==> src/rtl/alarm_pkg.sv <==
// Shared definitions for the multi-zone alarm controller: state codes and
// the width of the per-zone retrigger counters.
package alarm_pkg;

  typedef enum logic [2:0] {
    S_DISARMED = 3'd0,
    S_ARMING   = 3'd1,
    S_ARMED    = 3'd2,
    S_ENTRY    = 3'd3,
    S_ALARM    = 3'd4,
    S_SILENCE  = 3'd5
  } state_t;

  localparam int RC_W = 3;

endpackage

==> src/rtl/second_timer.sv <==
// Seconds prescaler plus a loadable down-counter; expired pulses on the tick
// that takes the count from 1 to 0, or one cycle after a load of zero.
module second_timer #(
  parameter int CLK_HZ = 100000000,
  parameter int TW     = 4
) (
  input  logic          clock,
  input  logic          reset,
  input  logic          load,
  input  logic [TW-1:0] load_val,
  output logic          tick,
  output logic [TW-1:0] time_left,
  output logic          expired
);

  localparam int            PW   = (CLK_HZ > 1) ? $clog2(CLK_HZ) : 1;
  localparam logic [PW-1:0] LAST = PW'(CLK_HZ - 1);

  logic [PW-1:0] presc;
  logic          zero_pend;

  assign tick    = (presc == LAST);
  assign expired = zero_pend | (tick & (time_left == TW'(1)));

  // A load restarts the second so the timeout is exactly V whole seconds.
  always_ff @(posedge clock or negedge reset) begin
    if (!reset) begin
      presc     <= '0;
      time_left <= '0;
      zero_pend <= 1'b0;
    end else if (load) begin
      presc     <= '0;
      time_left <= load_val;
      zero_pend <= (load_val == '0);
    end else begin
      presc     <= tick ? '0 : presc + PW'(1);
      zero_pend <= 1'b0;
      if (tick && (time_left != '0))
        time_left <= time_left - TW'(1);
    end
  end

endmodule

==> src/rtl/multi_zone_alarm_fsm.sv <==
// Multi-zone intrusion alarm controller: arm / exit delay / entry delay /
// alarm / silence sequencing with per-zone trip history and auto-bypass.
module multi_zone_alarm_fsm
  import alarm_pkg::*;
#(
  parameter int N_ZONES    = 4,
  parameter int CLK_HZ     = 100000000,
  parameter int TW         = 4,
  parameter int MAX_RETRIG = 3
) (
  input  logic               clock,
  input  logic               reset,
  input  logic               ignition,
  input  logic [N_ZONES-1:0] zone,
  input  logic [N_ZONES-1:0] entry_mask,
  input  logic [TW-1:0]      arm_delay,
  input  logic [TW-1:0]      entry_delay,
  input  logic [TW-1:0]      alarm_time,
  output logic [2:0]         state,
  output logic               status,
  output logic               enable_siren,
  output logic [N_ZONES-1:0] tripped,
  output logic [N_ZONES-1:0] bypassed,
  output logic [TW-1:0]      time_left,
  output logic               tick
);

  localparam logic [RC_W-1:0] RETRIG_LIM = RC_W'(MAX_RETRIG);

  state_t             cur_state, nxt_state;
  logic               door_seen, door_nxt;
  logic               blink;
  logic               load;
  logic [TW-1:0]      load_val;
  logic               expired;
  logic               trip_evt, stuck_evt, clear_all;
  logic [N_ZONES-1:0] act, inst_hit, ent_hit;

  assign act      = zone & ~bypassed;
  assign inst_hit = act & ~entry_mask;
  assign ent_hit  = act & entry_mask;
  assign state    = cur_state;

  second_timer #(
    .CLK_HZ (CLK_HZ),
    .TW     (TW)
  ) u_timer (
    .clock     (clock),
    .reset     (reset),
    .load      (load),
    .load_val  (load_val),
    .tick      (tick),
    .time_left (time_left),
    .expired   (expired)
  );

  always_comb begin
    nxt_state = cur_state;
    door_nxt  = door_seen;
    load      = 1'b0;
    load_val  = '0;
    trip_evt  = 1'b0;
    stuck_evt = 1'b0;
    clear_all = 1'b0;
    if (ignition) begin
      nxt_state = S_DISARMED;
      door_nxt  = 1'b0;
      clear_all = 1'b1;
    end else begin
      case (cur_state)
        S_DISARMED: begin
          if (door_seen && (zone == '0)) begin
            nxt_state = S_ARMING;
            load      = 1'b1;
            load_val  = arm_delay;
            door_nxt  = 1'b0;
          end else if (|(zone & entry_mask)) begin
            door_nxt = 1'b1;
          end
        end
        S_ARMING: begin
          if (|zone) begin
            nxt_state = S_DISARMED;
            door_nxt  = 1'b1;
          end else if (expired) begin
            nxt_state = S_ARMED;
          end
        end
        S_ARMED: begin
          if (|inst_hit) begin
            nxt_state = S_ALARM;
            load      = 1'b1;
            load_val  = alarm_time;
            trip_evt  = 1'b1;
          end else if (|ent_hit) begin
            nxt_state = S_ENTRY;
            load      = 1'b1;
            load_val  = entry_delay;
          end
        end
        S_ENTRY: begin
          if ((|inst_hit) || expired) begin
            nxt_state = S_ALARM;
            load      = 1'b1;
            load_val  = alarm_time;
            trip_evt  = 1'b1;
          end
        end
        S_ALARM: begin
          if (act == '0) begin
            nxt_state = S_SILENCE;
            load      = 1'b1;
            load_val  = alarm_time;
          end else if (expired) begin
            nxt_state = S_ARMED;
            stuck_evt = 1'b1;
          end
        end
        S_SILENCE: begin
          // Re-entry from silence is the same incident, so no trip event.
          if (|act) begin
            nxt_state = S_ALARM;
            load      = 1'b1;
            load_val  = alarm_time;
          end else if (expired) begin
            nxt_state = S_ARMED;
          end
        end
        default: nxt_state = S_DISARMED;
      endcase
    end
  end

  // Outputs decode the registered state, so they follow it by one cycle.
  always_ff @(posedge clock or negedge reset) begin
    if (!reset) begin
      cur_state    <= S_DISARMED;
      door_seen    <= 1'b0;
      enable_siren <= 1'b0;
      status       <= 1'b0;
      blink        <= 1'b0;
    end else begin
      cur_state    <= nxt_state;
      door_seen    <= door_nxt;
      enable_siren <= (cur_state == S_ALARM) || (cur_state == S_SILENCE);
      status       <= (cur_state inside {S_ENTRY, S_ALARM, S_SILENCE}) ||
                      ((cur_state == S_ARMED) && blink);
      blink        <= (cur_state != S_ARMED) ? 1'b1 : (blink ^ tick);
    end
  end

  for (genvar i = 0; i < N_ZONES; i++) begin : g_zone
    logic [RC_W-1:0] cnt, cnt_inc;
    logic            trip_q, byp_q;

    assign cnt_inc = (cnt == {RC_W{1'b1}}) ? cnt : cnt + RC_W'(1);

    // A zone that keeps tripping, or is still open when the siren times out,
    // is taken out of service until the next ignition.
    always_ff @(posedge clock or negedge reset) begin
      if (!reset) begin
        cnt    <= '0;
        trip_q <= 1'b0;
        byp_q  <= 1'b0;
      end else if (clear_all) begin
        cnt    <= '0;
        trip_q <= 1'b0;
        byp_q  <= 1'b0;
      end else if (trip_evt && act[i]) begin
        trip_q <= 1'b1;
        cnt    <= cnt_inc;
        if (cnt_inc >= RETRIG_LIM)
          byp_q <= 1'b1;
      end else if (stuck_evt && act[i]) begin
        byp_q <= 1'b1;
      end
    end

    assign tripped[i]  = trip_q;
    assign bypassed[i] = byp_q;
  end

endmodule

==> config.mk <==
export PLATFORM = sky130hd
export DESIGN_NAME = multi_zone_alarm_fsm
export DESIGN_NICKNAME = d
export VERILOG_FILES = /design/src/rtl/alarm_pkg.sv /design/src/rtl/second_timer.sv /design/src/rtl/multi_zone_alarm_fsm.sv
export SDC_FILE = /design/constraint.sdc
export NUM_CORES = 1
export LEC_CHECK = 0
export BUFFER_PORTS_ARGS = -buffer_cell sky130_fd_sc_hd__buf_2
export CAP_MARGIN = 5
export CORE_MARGIN = 1
export CORE_UTILIZATION = 60
export CTS_BUF_LIST = sky130_fd_sc_hd__clkbuf_4 sky130_fd_sc_hd__clkbuf_8
export DETAILED_ROUTE_END_ITERATION = 7
export PLACE_DENSITY_LB_ADDON = 0.15
export RECOVER_POWER = 50
export SYNTH_ARGS = -nofsm -noshare
export SYNTH_HDL_FRONTEND = slang
export SYNTH_SLANG_ARGS = --single-unit
==> constraint.sdc <==
create_clock -name clock -period 2.8 [get_ports clock]
set_input_delay 0.56 -clock clock [delete_from_list [all_inputs] [get_ports clock]]
set_output_delay 0.56 -clock clock [all_outputs]
set_load 0.005 [all_outputs]
Yosys cells after proc, flatten, opt, wreduce, memory -nomap -nowiden --
Cells that the tools add are included.
Cells by class: $add $sub $neg 6, magnitude comparators 4, equality and inequality tests 21, multiplexer cells 81, bitwise logic cells 9, reductions and logical operators 41
Operators with widths (count):
- 3-bit 2-to-1 mux | 21
- 27-bit 2-to-1 mux | 2
- 1-bit 2-to-1 mux | 44
- 4-bit 2-to-1 mux | 9
- 27-bit by 1-bit adder with 27-bit output, second input constant | 1
- 27-bit equality test, second input constant | 1
- 4-bit case mux with 5 select lines | 1
- 4-bit OR reduction | 5
- 3-bit equality test, second input constant | 6
- 3-bit case mux with 6 select lines | 1
- 3-bit nonzero test | 6
- 4-bit bitwise AND | 4
- 3-bit by 2-bit != test with 1-bit output, second input constant | 5
- 3-bit by 1-bit adder with 3-bit output, second input constant | 4
- 3-bit by 2-bit >= comparator with 1-bit output, second input constant | 4
- 4-bit logical NOT | 3
- 1-bit logical AND | 11
- 2-bit nonzero test | 5
- 3-bit != test, second input constant | 3
- 4-bit != test, second input constant | 2
- 4-bit NOT | 2
- 2-bit AND reduction | 4
- 3-bit by 2-bit equality test with 1-bit output, second input constant | 2
- 3-bit AND reduction | 2
- other kinds (11) | 14
Word-level totals: bits in registers 59, input port bits 23, output and inout port bits 18, word-level logic and storage cells 182

Longest topological paths before layout --
depth after elaboration 11, depth in mapped cells 9, gate-level depth less buffers 8

Modules after synthesis --
Synthesis repeated with hierarchy kept, for this count alone.
Second synthesis, totals: cells, all modules 382, area, all modules 3513.4 um^2
Modules (own cells, without submodules):
- multi_zone_alarm_fsm | times used 1, cells an instance 197, area each 1783.0 um^2, seq. area each 675.6 um^2
- second_timer | times used 1, cells an instance 185, area each 1730.4 um^2, seq. area each 800.8 um^2

Worst setup path before layout --
OpenSTA, ideal clock, no wires.
path kind input to register, start point input port zone[0], end point register cur_state[1], in the netlist state[1], library setup time 0.136 ns, data arrival time 2.290 ns, data required time 2.664 ns, path slack 0.375 ns, cell stages on the path 7, buffers on the path 1, path through nor3b_1 -> or4_1 -> buf_2 -> a2111o_1 -> a211oi_1 -> mux2i_1 -> a21oi_1
On the way: longest elaborated chain between the ends 6, elaborated cells between the ends (all ways) 21
RTL lines:
- from (decl) | RTL line multi_zone_alarm_fsm.sv:14 | input logic [N_ZONES-1:0] zone,
- 4-bit bitwise AND | RTL line multi_zone_alarm_fsm.sv:39 | assign act = zone & ~bypassed;
- 4-bit bitwise AND | RTL line multi_zone_alarm_fsm.sv:40 | assign inst_hit = act & ~entry_mask;
- 4-bit OR reduction | RTL line multi_zone_alarm_fsm.sv:90, multi_zone_alarm_fsm.sv:102
- 3-bit 2-to-1 mux or 1-bit logical OR (tied branches) | RTL line multi_zone_alarm_fsm.sv:90, multi_zone_alarm_fsm.sv:102
- 3-bit case mux with 6 select lines or 3-bit != test (tied branches)
- 3-bit 2-to-1 mux or 3-bit AND reduction (tied branches)
- to (signal assigned) | RTL line multi_zone_alarm_fsm.sv:143 | cur_state <= nxt_state;
- to (decl) | RTL line multi_zone_alarm_fsm.sv:30 | state_t cur_state, nxt_state;
Several ways; a longest one is shown, not always the timed one. A chain may end at the register's enable or synchronous reset.

Final worst setup path --
start point register u_timer.presc[8], end point output port tick
On the way: longest elaborated chain between the ends 1
RTL lines:
- from (decl) | RTL line second_timer.sv:19 | logic [PW-1:0] presc;
- from (signal assigned) | RTL line second_timer.sv:36 | presc <= tick ? '0 : presc + PW'(1);
- 27-bit equality test | RTL line second_timer.sv:22 | assign tick = (presc == LAST);
- to (decl) | RTL line multi_zone_alarm_fsm.sv:25 | output logic tick
Every way passes these cells.

==> run metrics <==
min cycle time layout roughly 2.7 ns; Synth Instances 357; largest net degree at the start of global routing 33; Final setup viols 0; CP required 2.24 ns; Via density 5.80; sw power 553 uW; setup_tns 0 ns; switching part of the total 0.277; via count 2799; capturing point of the worst reg2reg path g_zone[1].byp_q; post-synthesis cell type with the largest combined area dfrtp_1; CP max-delay cell or4bb_1; area grow syn2layout 14.5%; clock power share 0.359; R2R setup slack 0.17 ns; RSZ-0062 raised after global routing no; Setup WS post-layout between 0.05 and 0.06 ns; drt drc 0; worst hold-check path type reg -> reg; Final nets 440; share of layout cells above drive strength 1 0.195; DIE WIDTH 77.5 um; CP startpoint u_timer.presc[8]; worst-path cell chain or4bb_1, nor4_4, buf_4, and4_1, buf_2; FMAX ~0.36 GHz; initial antenna violation count 0; Root Buffer clkbuf_8; CP Capture Type output port; net count after synthesis between 300 and 400; Worst slew margin 0.0154; Place WS 0.132 ns; Worst Hold Path EP u_timer.presc[0]; status finished clean; internal power roughly 1400 uW; Logic pwr share 0.143; Iter 0 DRT Violations between 150 and 200; LEAKAGE about 0.0018 uW; IO Count 41; worst reg2reg path depth 7; DPL Wire Length 5240 um; sequential share of the synthesized area 0.431; CP Launch Type flip-flop; Initial Util 0.622; Synth Area per Inst 9.59 sq um; gpl congestion 0.855; Arr. time, crit path roughly 2.2 ns; worst hold path depth 1; critical path type reg -> out; Setup Skew 0.00541 ns; final worst path period share 0.980; post-synth top area share 0.431; DR pass1 iterations 7; grt total ovfl 0; worst-path fanout max 7; first-pass GRT wire length 12400 um; Total GRT Usage 0.266; synthesized area ~3400 sq um; top cells by count, synth dfrtp_1 (59), nor2_1 (59), xnor2_1 (23); post-route antenna net violation count 0; Post-synth ARST share 1.00; clock tree buffer depth 2; hold slack just under 0.5 ns; number of diodes 0; row count 27; CTS sink count 59; Slew @ Worst Pin 1.48 ns; vias in the first global route 2642; Die Footprint 6010 sq um; H-tree depth 3; TritonCTS clock tree built; Area contributors post-synth dfrtp_1 (43%), nor2_1 (6.5%), xnor2_1 (5.9%); wirelength, routed 7350 um; Seq cells post-synth 59; IO buf count 40; power per standard cell area approximately 510 nW/um^2; Seq pwr share 0.498; worst-skew pair later-pin latency 0.33 ns; maxcap violations 0; number of distinct library cells after synthesis 51; core box area 5510 sq um; Yosys warnings 0; Post-synth EDFFs 0; VDD IR max just under 0.0004 V; Slew Viols, Final 0; Main synth FF type dfrtp_1; CTS Buf Count 9; clk slew on worst S/H paths 0.06 ns; wire per inst 15.2 um; Resized cells post-CTS 0; Die Height 77.5 um; FF-to-FF Start u_timer.presc[8]; Worst Min Path Start u_timer.presc[0]; final hold vios 0; Filler cells 435; Largest stage delay, worst path 0.55 ns
registers in the layout (all words and copies together), names as in the netlist:
| register | flops |
|---|---|
| state | 3 |
| g_zone.byp_q | 4 |
| door_seen | 1 |
| g_zone.trip_q | 4 |
| u_timer.time_left | 4 |
| u_timer.presc | 27 |
| u_timer.zero_pend | 1 |
| g_zone.cnt | 12 |
| enable_siren | 1 |
| blink | 1 |
| status | 1 |
layout make-up:
type / instances / area (sq um) / area share
timing repair buffer: 57 / 333 / 0.0849
clock inverter: 2 / 10.0 / 0.00255
multi-input combinational: 257 / 1750 / 0.447
inverter: 23 / 86.3 / 0.0220
clock buffer: 13 / 173 / 0.0440
tap: 72 / 90.1 / 0.0230
sequential: 59 / 1480 / 0.377
power groups by stage:
stage                     logic, uW  registers, uW  clock network [uW]
after floorplan                 179            993                   0
after detailed placement        284           1010                   0
final                           285            995                 717
after CTS                       291            993                 722
after global routing            326           1000                 762
after global placement          274           1000                   0
worst max-delay path: cells and delay by family (launching register included):
kind / cells / cell delay (ns)
and+or+nand+nor: 3 / 1.06
DFF: 1 / 0.45
buffers and inverters: 2 / 0.34
per-layer routing:
| metal | part of all wire | track usage | wire length (um) | vias up |
|---|---|---|---|---|
| met1 | 0.48 | 0.368 | 3500 | 1339 |
| met3 | 0.040 | 0.0459 | 296 | 12 |
| met2 | 0.47 | 0.418 | 3460 | 83 |
| li1 | - | - | - | 1365 |
| met5 | 0 | 0 | 0 | - |
| met4 | 0.013 | 0.102 | 97 | 0 |
cell families after synthesis:
kind of cell / synth area share
flops: 0.431
buf+inv: 0.0567
xor+xnor: 0.0819
simple gates: 0.219
fa+ha+maj: 0.0365
mux: 0.0384
compound gates: 0.136
per-stage QoR:
step	util	instances	instance area [sq um]	power [uW]
4_1_cts	0.714	482	3930	2010
5_1_grt	0.712	483	3920	2090
3_5_place_dp	0.681	467	3750	1290
3_3_place_gp	0.681	467	3750	1280
2_1_floorplan	-	357	3420	1170
6_report	0.712	483	3920	2000
worst max-delay path by stage:
stage	endpoint	slack, ns
6_report	tick	0.06
5_1_grt	tick	0.004
4_1_cts	tick	0.03
3_5_place_dp	state[1]	0.13
3_3_place_gp	g_zone[1].byp_q	0.17
2_1_floorplan	state[1]	0.37
cell usage in the layout (no fill, tap or decap), types with 7 or more instances in the layout:
master    netlist  layout
and3_1          7       7
clkbuf_8        0      12
nand2_1        20      20
buf_4           9      15
dfrtp_1        59      59
nand3_1        11      11
buf_2           5      36
ha_1           10      10
nor2_1         59      59
mux2i_1        12      12
inv_1          21      21
a211oi_1        7       7
xor2_1          9       9
xnor2_1        23      23
a21oi_1        15      15
repair_timing:
action	4_1_cts	5_1_grt
buffers inserted	0	1
hold buffers	0	0
setup endpoints to repair	0	2
Power figures use the tool's default switching activity.
